**config.mk**
```make
export PLATFORM = sky130hd
export DESIGN_NAME = gauss_batch_ctrl_flat
export DESIGN_NICKNAME = d
export VERILOG_FILES = /design/src/rtl/gauss_batch_ctrl_if.sv /design/src/rtl/gauss_batch_ctrl.sv /design/src/flat_wrapper.sv
export SDC_FILE = /design/constraint.sdc
export NUM_CORES = 1
export LEC_CHECK = 0
export ABC_AREA = 1
export CAP_MARGIN = 5
export CORE_MARGIN = 2
export CORE_UTILIZATION = 30
export DETAILED_ROUTE_END_ITERATION = 10
export PLACE_DENSITY_LB_ADDON = 0.25
export SETUP_SLACK_MARGIN = 0.2
export SYNTH_ARGS = -nofsm -noshare
export SYNTH_HDL_FRONTEND = slang
export SYNTH_SLANG_ARGS = --single-unit
export TNS_END_PERCENT = 50
```
**constraint.sdc**
```tcl
create_clock -name clk -period 3.67 [get_ports clk]
set_input_delay 0.367 -clock clk [delete_from_list [all_inputs] [get_ports clk]]
set_output_delay 0.367 -clock clk [all_outputs]
set_load 0.01 [all_outputs]
```
**src/rtl/gauss_batch_ctrl_if.sv**
```systemverilog
// Stream bundle for gauss_batch_ctrl: upstream PRNG words, MKGAUSS issue/return, sample output.
// master = controller side, slave = environment side (PRNG, MKGAUSS, sample consumer).
interface gauss_batch_ctrl_if;
   logic        rng_valid;
   logic        rng_ready;
   logic [63:0] rng_data;
   logic        mkg_in_valid;
   logic [63:0] mkg_rng;
   logic        mkg_out_valid;
   logic [31:0] mkg_val;
   logic        smp_valid;
   logic        smp_ready;
   logic [31:0] smp_data;
   logic        smp_last;

   modport master (
      input  rng_valid, rng_data, mkg_out_valid, mkg_val, smp_ready,
      output rng_ready, mkg_in_valid, mkg_rng, smp_valid, smp_data, smp_last
   );

   modport slave (
      output rng_valid, rng_data, mkg_out_valid, mkg_val, smp_ready,
      input  rng_ready, mkg_in_valid, mkg_rng, smp_valid, smp_data, smp_last
   );
endinterface

```
**src/rtl/gauss_batch_ctrl.sv**
```systemverilog
// Sequences MKGAUSS for one batch of 2^logn samples using credit-based issue into a result FIFO.
// Optional macro GAUSS_NORM_EN adds norm_sq, a saturating sum of squared delivered samples.
module gauss_batch_ctrl #(
   parameter int LOGN_MAX   = 10,
   parameter int FIFO_DEPTH = 8
) (
   input  logic        clk,
   input  logic        rst_n,
   input  logic        start,
   input  logic [3:0]  logn,
   output logic        busy,
   output logic        done,
   output logic        err,
`ifdef GAUSS_NORM_EN
   output logic [31:0] norm_sq,
`endif
   gauss_batch_ctrl_if.master bus
);
   localparam int CW = LOGN_MAX + 1;
   localparam int PW = (FIFO_DEPTH > 1) ? $clog2(FIFO_DEPTH) : 1;
   localparam int OW = PW + 1;
   localparam int SW = PW + 2;

   typedef enum logic [1:0] {S_IDLE, S_RUN, S_DRAIN, S_DONE} state_t;

   state_t        state_q, state_d;
   logic [CW-1:0] n_q, n_d;
   logic [CW-1:0] issued_q, issued_d;
   logic [CW-1:0] delivered_q, delivered_d;
   logic [OW-1:0] outst_q, outst_d;
   logic [OW-1:0] fcount_q, fcount_d;
   logic [PW-1:0] wr_ptr_q, wr_ptr_d;
   logic [PW-1:0] rd_ptr_q, rd_ptr_d;
   logic          err_q, err_d;
   logic          mkg_v_q, mkg_v_d;
   logic [63:0]   mkg_rng_q, mkg_rng_d;
   logic [31:0]   mem [FIFO_DEPTH];

   logic          start_acc, logn_sat, fifo_empty, fifo_full;
   logic          rng_ready_w, fire, pop, ret_live, push, ret_err;
   logic [CW-1:0] n_new;
   logic [SW-1:0] credit_sum;
   logic [31:0]   head;

   // Credit check uses registered counters only, so rng_ready never depends on rng_valid.
   always_comb begin
      logn_sat    = int'(logn) > LOGN_MAX;
      n_new       = logn_sat ? (CW'(1) << LOGN_MAX) : (CW'(1) << logn);
      start_acc   = (state_q == S_IDLE) && start;
      fifo_empty  = (fcount_q == '0);
      fifo_full   = (fcount_q == OW'(FIFO_DEPTH));
      credit_sum  = SW'(outst_q) + SW'(fcount_q);
      rng_ready_w = (state_q == S_RUN) && (issued_q < n_q) &&
                    (credit_sum < SW'(FIFO_DEPTH));
      fire        = bus.rng_valid && rng_ready_w;
      pop         = !fifo_empty && bus.smp_ready;
      ret_live    = bus.mkg_out_valid && (outst_q != '0);
      push        = ret_live && (!fifo_full || pop);
      ret_err     = bus.mkg_out_valid && !push;
      head        = mem[rd_ptr_q];
   end

   always_comb begin
      state_d     = state_q;
      n_d         = n_q;
      issued_d    = issued_q + CW'(fire);
      delivered_d = delivered_q + CW'(pop);
      outst_d     = outst_q;
      fcount_d    = fcount_q;
      wr_ptr_d    = wr_ptr_q + PW'(push);
      rd_ptr_d    = rd_ptr_q + PW'(pop);
      err_d       = err_q;
      mkg_v_d     = fire;
      mkg_rng_d   = fire ? bus.rng_data : mkg_rng_q;

      if (fire && !ret_live)      outst_d = outst_q + OW'(1);
      else if (!fire && ret_live) outst_d = outst_q - OW'(1);

      if (push && !pop)      fcount_d = fcount_q + OW'(1);
      else if (!push && pop) fcount_d = fcount_q - OW'(1);

      unique case (state_q)
         S_IDLE: begin
            if (start_acc) begin
               state_d     = S_RUN;
               n_d         = n_new;
               issued_d    = '0;
               delivered_d = '0;
               outst_d     = '0;
               err_d       = logn_sat;
            end
         end
         S_RUN:   if (issued_q == n_q) state_d = S_DRAIN;
         S_DRAIN: if (delivered_q == n_q) state_d = S_DONE;
         S_DONE:  state_d = S_IDLE;
         default: state_d = S_IDLE;
      endcase

      if (ret_err) err_d = 1'b1;
   end

   always_comb begin
      busy             = (state_q == S_RUN) || (state_q == S_DRAIN);
      done             = (state_q == S_DONE);
      err              = err_q;
      bus.rng_ready    = rng_ready_w;
      bus.mkg_in_valid = mkg_v_q;
      bus.mkg_rng      = mkg_rng_q;
      bus.smp_valid    = !fifo_empty;
      bus.smp_data     = fifo_empty ? '0 : head;
      bus.smp_last     = !fifo_empty && (delivered_q == n_q - CW'(1));
   end

   always_ff @(posedge clk or negedge rst_n) begin
      if (!rst_n) begin
         state_q     <= S_IDLE;
         n_q         <= '0;
         issued_q    <= '0;
         delivered_q <= '0;
         outst_q     <= '0;
         fcount_q    <= '0;
         wr_ptr_q    <= '0;
         rd_ptr_q    <= '0;
         err_q       <= 1'b0;
         mkg_v_q     <= 1'b0;
         mkg_rng_q   <= '0;
      end else begin
         state_q     <= state_d;
         n_q         <= n_d;
         issued_q    <= issued_d;
         delivered_q <= delivered_d;
         outst_q     <= outst_d;
         fcount_q    <= fcount_d;
         wr_ptr_q    <= wr_ptr_d;
         rd_ptr_q    <= rd_ptr_d;
         err_q       <= err_d;
         mkg_v_q     <= mkg_v_d;
         mkg_rng_q   <= mkg_rng_d;
      end
   end

   always_ff @(posedge clk) begin
      if (push) mem[wr_ptr_q] <= bus.mkg_val;
   end

`ifdef GAUSS_NORM_EN
   logic [31:0]        norm_q, norm_d;
   logic signed [63:0] smp_ext, sq;
   logic [64:0]        sum;

   // Square of a 32-bit signed value is below 2^63, so the 65-bit sum cannot wrap.
   always_comb begin
      smp_ext = signed'({{32{head[31]}}, head});
      sq      = smp_ext * smp_ext;
      sum     = {33'b0, norm_q} + {1'b0, sq};
      norm_d  = norm_q;
      if (start_acc)
         norm_d = '0;
      else if (pop)
         norm_d = (sum[64:32] != '0) ? '1 : sum[31:0];
   end

   always_ff @(posedge clk or negedge rst_n) begin
      if (!rst_n) norm_q <= '0;
      else        norm_q <= norm_d;
   end

   assign norm_sq = norm_q;
`endif
endmodule

```
**src/flat_wrapper.sv**
```systemverilog
// flat-port wrapper written by rule: the top's interface ports become plain ports
module gauss_batch_ctrl_flat 
#(
   parameter int LOGN_MAX   = 10,
   parameter int FIFO_DEPTH = 8
)
  (clk, rst_n, start, logn, busy, done, err, bus_rng_valid, bus_rng_data, bus_mkg_out_valid, bus_mkg_val, bus_smp_ready, bus_rng_ready, bus_mkg_in_valid, bus_mkg_rng, bus_smp_valid, bus_smp_data, bus_smp_last);
  gauss_batch_ctrl_if bus_i ();
  input  logic clk;
  input  logic rst_n;
  input  logic start;
  input  logic [3:0] logn;
  output logic busy;
  output logic done;
  output logic err;
  input wire logic [$bits(bus_i.rng_valid)-1:0] bus_rng_valid;
  input wire logic [$bits(bus_i.rng_data)-1:0] bus_rng_data;
  input wire logic [$bits(bus_i.mkg_out_valid)-1:0] bus_mkg_out_valid;
  input wire logic [$bits(bus_i.mkg_val)-1:0] bus_mkg_val;
  input wire logic [$bits(bus_i.smp_ready)-1:0] bus_smp_ready;
  output wire logic [$bits(bus_i.rng_ready)-1:0] bus_rng_ready;
  output wire logic [$bits(bus_i.mkg_in_valid)-1:0] bus_mkg_in_valid;
  output wire logic [$bits(bus_i.mkg_rng)-1:0] bus_mkg_rng;
  output wire logic [$bits(bus_i.smp_valid)-1:0] bus_smp_valid;
  output wire logic [$bits(bus_i.smp_data)-1:0] bus_smp_data;
  output wire logic [$bits(bus_i.smp_last)-1:0] bus_smp_last;
  assign bus_i.rng_valid = bus_rng_valid;
  assign bus_i.rng_data = bus_rng_data;
  assign bus_i.mkg_out_valid = bus_mkg_out_valid;
  assign bus_i.mkg_val = bus_mkg_val;
  assign bus_i.smp_ready = bus_smp_ready;
  assign bus_rng_ready = bus_i.rng_ready;
  assign bus_mkg_in_valid = bus_i.mkg_in_valid;
  assign bus_mkg_rng = bus_i.mkg_rng;
  assign bus_smp_valid = bus_i.smp_valid;
  assign bus_smp_data = bus_i.smp_data;
  assign bus_smp_last = bus_i.smp_last;
  gauss_batch_ctrl #(.LOGN_MAX(LOGN_MAX), .FIFO_DEPTH(FIFO_DEPTH)) u_core (.clk(clk), .rst_n(rst_n), .start(start), .logn(logn), .busy(busy), .done(done), .err(err), .bus(bus_i));
endmodule
```
==> reports/results.ini, run 1 <==
[global_routing]
grt_max_degree = 84
overflow = 0
globalRouteMet2Util = 0.238
antenna_found_initial = 6
grt_use_met1 = 0.190
first_global_vias = 11000
grt_use_met3 = 0.0489
grt_pass1_wl_um = 62400
grtUsageTotal = 0.148
top_usage_layer = met2

[layout]
final_common_cell = nand2_1
seq_area_um2 = 10600
final_cell_mix = nand2_1, edfxtp_1, nor2_1, clkdlybuf4s50_1, o21ai_0
multiInputGateArea_um2 = 4460
final_cell_count_no_fill = 2331
area_delta_synth_final_pct = 28.4
fillers = 5002
fin_area_um2 = 20000
layout-drive-gt1-share = 0.0722
nets = 1757

[synth]
syn_area_per_cell_um2 = 11.1
syn-cell-area_um2 = 15600
ys_ff_latch = 371
synthFlopType = edfxtp_1
ys_seq_area_frac = 0.678
async_flop_share = 0.310
synth-xor-area-share = 0.0135
synth_compound_area_frac = 0.0996
synth_edf_count = 256
yosys.cell_types.count = 44
synth_cells = 1404
synth_top_family_by_area = simple AND/OR/NAND/NOR gates
yosys_warnings = 0
synthMuxAreaShare = 0
synth_adder_area_share = 0.0278
yosys.area_share.simple = 0.141
syn_nets = 1544

[critical_path]
start_kind = register
arrival_ns = 2.98
crit_family = buffers and inverters
r2r_slack_ns = 0.81
worst_ep_required_time_ns = 3.30
cp-end-kind = output pin
crit_slowest_cell = dfrtp_4
cp_max_fo = 83
cp_cell_sequence = inv_4 > buf_16 > o21ai_0 > o22ai_1 > o21ai_0 > a31oi_1 > clkdlybuf4s50_1
critical_path_cell_count = 7
r2r-end = u_core.mem[4][18]
crit_buf_inv = 3
critPathKind = reg -> out
r2r_cells = 8
reg2reg_from = u_core.outst_q[0]
cpPeakStageDelay_ns = 0.63
crit_top_cell = o21ai_0

[power]
power.leakage_nw = 7.76
irDropWorstVdd_mv = 0.376
power_density_nw_per_um2 = 823

[sta]
finalSetupViolations = 0
setup_slack_ns = 0.324
skew_ns = 0.0169
fmax_mhz = 299
drv_slew = 0
post-route-period-util = 0.912
rsz0062_at_grt = yes
hold_violations = 0
setup_tns_ns = 0
relSlewSlack = 0.361
fin_crit_ns = 3.35
worst_pin_slew_ns = 0.958

[route]
ant_nets = 0
drcViolationCount = 0
vias = 10800
drt-initial-drc-count = 495
first_pass_iters = 5
viasPerCell = 4.64
postRouteWirelength_um = 39900
wl_per_cell_um = 17.1

[placed_design]
gp_congestion = 0.803
dp_hpwl_um = 25500
placed_area_um2 = 18500
dp_cells = 2253
dp_slack_ns = 0.687
port-buffer-count = 208

[worst_hold_path]
whs_path_depth = 3
hold_end = u_core.bus.mkg_rng[58]
hold_path.class = in -> reg
min_from = bus_rng_data[58]

[floorplanning]
initial_core_util = 0.304
die_w_um = 232
row_count = 83
die_y_um = 232
pin_count = 209
die_area_um2 = 53800
coreArea_um2 = 51300

[clock_tree]
clkLatencyLatePin_ns = 0.55
cts_buffer_depth = 3
cts_tree = yes
root_buffer = clkbuf_16
clock_sinks = 371
path_clk_slew_ns = 0.06
htreeDepth = 2
cts_made_buffers = 41
post-cts-setup-buffer-count = 0

[run_status]
status = finished clean

[flow_run]
cap_violations = 0

## layout make-up
cell class	count	share of cell area
multi-input cells	894	0.223
well taps	680	0.0425
clock inverters	19	0.0134
repair buffers	238	0.121
inverters	71	0.0136
diodes	3	0.000375
clock buffers	55	0.0575
flip-flops and latches	371	0.528
## logic make-up (layout without fill, tap and decap cells)
kind of cell	count (synthesis)	in the layout
and+or+nand+nor	553	553
xor gates and xnor gates	24	24
buffers and inverters	139	383
adders and majority gates	34	34
AOI/OAI and AO/OA	283	283
other	0	3
DFF	371	371
## worst max-delay path by stage
| stage | startpoint | slack (ns) | end |
|---|---|---|---|
| 2_1_floorplan | u_core.outst_q[0] | 0.56 | u_core.mem[0][0] |
| 3_3_place_gp | u_core.rd_ptr_q[1] | 0.72 | bus_smp_data[5] |
| 3_5_place_dp | u_core.rd_ptr_q[1] | 0.69 | bus_smp_data[5] |
| 4_1_cts | u_core.rd_ptr_q[1] | 0.15 | bus_smp_data[5] |
| 5_1_grt | u_core.rd_ptr_q[0] | 0.12 | bus_smp_data[5] |
| 6_report | u_core.rd_ptr_q[0] | 0.32 | bus_smp_data[19] |
## cell usage after synthesis, drive strengths merged (22+ instances only)
| cell type | n | area share |
|---|---|---|
| a21oi | 22 | 0.0073 |
| a31oi | 33 | 0.014 |
| buf | 32 | 0.014 |
| clkbuf | 36 | 0.0087 |
| dfrtp | 115 | 0.18 |
| edfxtp | 256 | 0.49 |
| ha | 33 | 0.027 |
| inv | 69 | 0.017 |
| nand2 | 268 | 0.065 |
| nand3 | 22 | 0.0077 |
| nor2 | 237 | 0.057 |
| o21ai | 181 | 0.058 |
| o22ai | 38 | 0.015 |
## worst min-delay path: cells and delay by family
family	cells	cell delay, ns
AND/OR/NAND/NOR	2	0.10
buffers and inverters	1	0.39
## per-layer routing
layer,share of wire,vias to the layer above
met4,0.021,6
li1,-,5266
met3,0.075,59
met2,0.47,280
met1,0.44,5210
met5,0.0011,-
## state kept, by name, indices dropped and copies added, names as in the netlist
name and count:
u_core.bus.mkg_rng 64, u_core.mem 256, u_core.fcount_q 4, u_core.err 1, u_core.issued_q 11, u_core.wr_ptr_q 3, u_core.delivered_q 11, u_core.rd_ptr_q 3
u_core.bus.mkg_in_valid 1, u_core.outst_q 4, u_core.n_q 11, u_core.state_q 2
## metrics by stage
stage	power [mW]	hold WS (ns)	utilization
after global routing	17.6	0.325	0.390
after detailed placement	12.3	0.464	0.361
after global placement	12.2	0.461	0.361
after floorplan	9.36	0.0714	-
final	16.5	0.338	0.390
after CTS	16.7	0.309	0.389
## report_power, final
group | internal [mW] | switching (mW)
sequential | 5.37 | 0.467
combinational | 2.68 | 3.64
clock | 2.63 | 1.68
total | 10.7 | 5.79
## what timing repair did
item | CTS | global route
hold buffers | 1 | 0
resized for setup | 2 | 10
setup endpoints to repair | 13 | 22
hold endpoints to repair | 69 | 0
Note: power is estimated with default switching activity, not from simulation.
==> run 2: changes to the inputs <==
- CORE_UTILIZATION: 30 -> 50
- CTS_CLUSTER_DIAMETER: default -> 50
==> reports/results.ini, run 2 (same netlist as run 1, synthesis figures left out) <==
[floorplanning]
row_count = 64
initial_core_util = 0.508
coreArea_um2 = 30700
die_area_um2 = 32600
die_y_um = 181
pin_count = 209
die_w_um = 181

[critical_path]
cp_max_fo = 26
r2r-end = u_core.mem[2][30]
start_kind = register
reg2reg_from = u_core.outst_q[0]
r2r_cells = 8
cp-end-kind = output pin
arrival_ns = 2.97
worst_ep_required_time_ns = 3.30
r2r_slack_ns = 0.89
critPathKind = reg -> out

[run_status]
status = finished clean

[placed_design]
port-buffer-count = 208
dp_hpwl_um = 22100
dp_cells = 1968
gp_congestion = 0.836
dp_slack_ns = 0.803

[sta]
drv_slew = 0
worst_pin_slew_ns = 0.756
setup_slack_ns = 0.332
fin_crit_ns = 3.34
setup_tns_ns = 0
relSlewSlack = 0.496
skew_ns = 0.0172
finalSetupViolations = 0
hold_violations = 0
post-route-period-util = 0.909
rsz0062_at_grt = no
fmax_mhz = 300

[clock_tree]
clkLatencyLatePin_ns = 0.54
root_buffer = clkbuf_16
cts_buffer_depth = 3
clock_sinks = 371
htreeDepth = 2
cts_tree = yes
cts_made_buffers = 41
post-cts-setup-buffer-count = 0
path_clk_slew_ns = 0.06

[power]
irDropWorstVdd_mv = 0.490
power.leakage_nw = 7.73
power_density_nw_per_um2 = 829

[worst_hold_path]
hold_end = u_core.bus.mkg_rng[0]
hold_path.class = in -> reg
min_from = bus_rng_data[0]
whs_path_depth = 3

[global_routing]
grt_pass1_wl_um = 58100
first_global_vias = 11100
antenna_found_initial = 0
grtUsageTotal = 0.222
overflow = 0
grt_max_degree = 97

[route]
ant_nets = 0
wl_per_cell_um = 17.8
viasPerCell = 5.37
first_pass_iters = 5
drcViolationCount = 0
drt-initial-drc-count = 810
vias = 11000
postRouteWirelength_um = 36300

[layout]
nets = 1757
largest_reg_flops = 256
antenna_cells = 0
largest-register = u_core.mem
final_cell_mix = nand2_1, edfxtp_1, nor2_1, clkdlybuf4s50_1, o21ai_0
final_common_cell = nand2_1
area_delta_synth_final_pct = 26.0
fillers = 2339
layout-drive-gt1-share = 0.0722
final_cell_count_no_fill = 2045

[flow_run]
cap_violations = 0

==> run 2: cell types whose count changed in the layout (fill, tap and decap cells not counted), moves of 3 or more <==
cell      delta
clkinv_1     +3
clkinv_2     +3
clkbuf_1     -3
diode_2      -3
buf_6        -4
buf_12       +3
==> run 2: timing repair <==
| item | in CTS | in global routing |
|---|---|---|
| endpoints found under the setup margin | 0 | 2 |
| hold buffers | 1 | 0 |
| resized for setup | 0 | 3 |
| endpoints found under the hold margin | 55 | 0 |
==> run 2: layer usage <==
metal | GRT usage | vias to the layer above | wire length, um
met5 | 0 | - | 0
li1 | - | 5272 | -
met1 | 0.279 | 5272 | 14900
met3 | 0.0616 | 68 | 2980
met4 | 0.0677 | 0 | 823
met2 | 0.376 | 379 | 17600
==> run 2: critical path: stages (launching register included) <==
cell and delay, ns:
dfrtp_2 0.41, inv_2 0.40, buf_4 0.33, o21ai_0 0.12, o22ai_1 0.13, o21ai_0 0.10, a31oi_1 0.33, clkdlybuf4s50_1 0.61
==> run 2: worst max path at each step <==
stage	from	endpoint	depth (start not counted)
6_report	u_core.rd_ptr_q[1]	bus_smp_data[9]	7
5_1_grt	u_core.rd_ptr_q[1]	bus_smp_data[9]	7
4_1_cts	u_core.rd_ptr_q[1]	bus_smp_data[3]	6
3_5_place_dp	bus_mkg_out_valid	u_core.fcount_q[3]	13
3_3_place_gp	bus_mkg_out_valid	u_core.mem[2][25]	8
2_1_floorplan	u_core.outst_q[0]	u_core.mem[0][0]	7
==> run 2: final cells by class <==
class	count	area [um2]	share of cell area
clock buffers	49	1090	0.0553
clock inverters	26	283	0.0144
inverters	71	268	0.0136
multi-input cells	894	4460	0.227
flip-flops and latches	371	10600	0.539
well taps	396	495	0.0252
repair buffers	238	2460	0.125
==> run 2: power by group <==
group	internal (mW)	switching [mW]	leakage [nW]
Clock	2.48	1.64	0.673
Sequential	5.37	0.455	3.80
Combinational	2.73	3.60	3.26
Total	10.6	5.70	7.73
==> run 2: metrics by stage <==
stage	total power [mW]	instance area (um2)	utilization	hold slack [ns]
2_1_floorplan	9.36	15600	-	0.0714
3_3_place_gp	12.0	18200	0.594	0.461
3_5_place_dp	12.2	18200	0.594	0.464
4_1_cts	16.3	19600	0.639	0.348
5_1_grt	17.3	19600	0.640	0.363
6_report	16.3	19600	0.640	0.363
==> run 3: changes to the inputs <==
- CTS_CLUSTER_DIAMETER: 50 -> 40
==> reports/results.ini, run 3 (same netlist as run 1, synthesis figures left out) <==
[global_routing]
grt_max_degree = 97
first_global_vias = 11100
overflow = 0
antenna_found_initial = 0
grt_pass1_wl_um = 58500
grtUsageTotal = 0.223

[critical_path]
r2r_cells = 14
reg2reg_from = u_core.outst_q[0]
cp_max_fo = 26
critPathKind = reg -> out
r2r-end = u_core.fcount_q[3]
r2r_slack_ns = 0.89
worst_ep_required_time_ns = 3.30
cp-end-kind = output pin
arrival_ns = 2.97
start_kind = register
startpoint = u_core.rd_ptr_q[1]

[sta]
whs_ns = 0.358
rsz0062_at_grt = no
fin_crit_ns = 3.34
finalSetupViolations = 0
worst_pin_slew_ns = 0.751
hold_violations = 0
relSlewSlack = 0.499
post-route-period-util = 0.910
skew_ns = 0.0211
fmax_mhz = 299
setup_tns_ns = 0
drv_slew = 0

[run_status]
status = finished clean

[layout]
largest-register = u_core.mem
nets = 1763
fillers = 2323
final_cell_count_no_fill = 2055
antenna_cells = 0
final_common_cell = nand2_1
fin_area_um2 = 19800
largest_reg_flops = 256
layout-drive-gt1-share = 0.0790
area_delta_synth_final_pct = 27.2
final_cell_mix = nand2_1, edfxtp_1, nor2_1, clkdlybuf4s50_1, o21ai_0

[placed_design]
dp_cells = 1968
placed_area_um2 = 18200
dp_hpwl_um = 22100
gp_congestion = 0.836
port-buffer-count = 208

[clock_tree]
cts_made_buffers = 47
htreeDepth = 2
cts_tree = yes
clkLatencyLatePin_ns = 0.55
clock_sinks = 371
root_buffer = clkbuf_16
cts_buffer_depth = 3
path_clk_slew_ns = 0.05

[route]
wl_per_cell_um = 17.8
postRouteWirelength_um = 36500
drcViolationCount = 0
drt-initial-drc-count = 752
vias = 11100
viasPerCell = 5.38
ant_nets = 0
first_pass_iters = 5

[floorplanning]
initial_core_util = 0.508
coreArea_um2 = 30700
die_area_um2 = 32600
die_w_um = 181
row_count = 64
die_y_um = 181
pin_count = 209

[power]
power.leakage_nw = 7.82
irDropWorstVdd_mv = 0.444
power_density_nw_per_um2 = 840

[worst_hold_path]
hold_end = u_core.bus.mkg_rng[55]
whs_path_depth = 3
min_from = bus_rng_data[55]
hold_path.class = in -> reg

[flow_run]
cap_violations = 0

==> run 3: worst max path at each step <==
stage | endpoint | slack [ns] | cells past startpoint
global route | bus_smp_data[4] | 0.21 | 6
finish | bus_smp_data[9] | 0.33 | 7
detailed placement | u_core.fcount_q[3] | 0.80 | 13
global placement | u_core.mem[2][25] | 0.86 | 8
floorplan | u_core.mem[0][0] | 0.56 | 7
CTS | bus_smp_data[3] | 0.28 | 7
==> run 3: final cells by class <==
| class | instances | area [um2] | area share |
|---|---|---|---|
| sequential | 371 | 10600 | 0.533 |
| multi-input combinational | 894 | 4460 | 0.225 |
| timing repair buffer | 238 | 2460 | 0.124 |
| clock buffer | 58 | 1290 | 0.0650 |
| tap | 396 | 495 | 0.0250 |
| clock inverter | 27 | 269 | 0.0136 |
| inverter | 71 | 268 | 0.0135 |
==> run 3: what timing repair did <==
action / in CTS / in global routing
endpoints found under the setup margin: 0 / 2
resized for setup: 0 / 3
setup buffers: 0 / 0
endpoints found under the hold margin: 55 / 0
hold buffers: 1 / 0
==> run 3: metal layers <==
metal	routed length (um)	track usage	vias to the layer above
met1	15000	0.284	5292
li1	-	-	5297
met3	2970	0.0618	66
met4	727	0.0642	0
met2	17900	0.377	405
met5	0	0	-
==> run 3: worst max-delay path, stage by stage (launching register included) <==
cell,delay [ns]
dfrtp_2,0.41
inv_2,0.42
buf_4,0.34
o21ai_0,0.12
o22ai_1,0.12
o21ai_0,0.10
a31oi_1,0.31
clkdlybuf4s50_1,0.60
==> run 3: through the flow <==
stage                     total power [mW]   util  setup slack (ns)
after global placement                12.0  0.594             0.858
after floorplan                       9.36      -             0.560
after global routing                  17.7  0.646             0.213
final                                 16.6  0.646             0.331
after CTS                             16.7  0.645             0.277
after detailed placement              12.2  0.594             0.803
==> run 3: where the power goes <==
part           internal [mW]  switching (mW)
sequential              5.37           0.456
combinational           2.73            3.59
clock                   2.73            1.77
total                   10.8            5.82
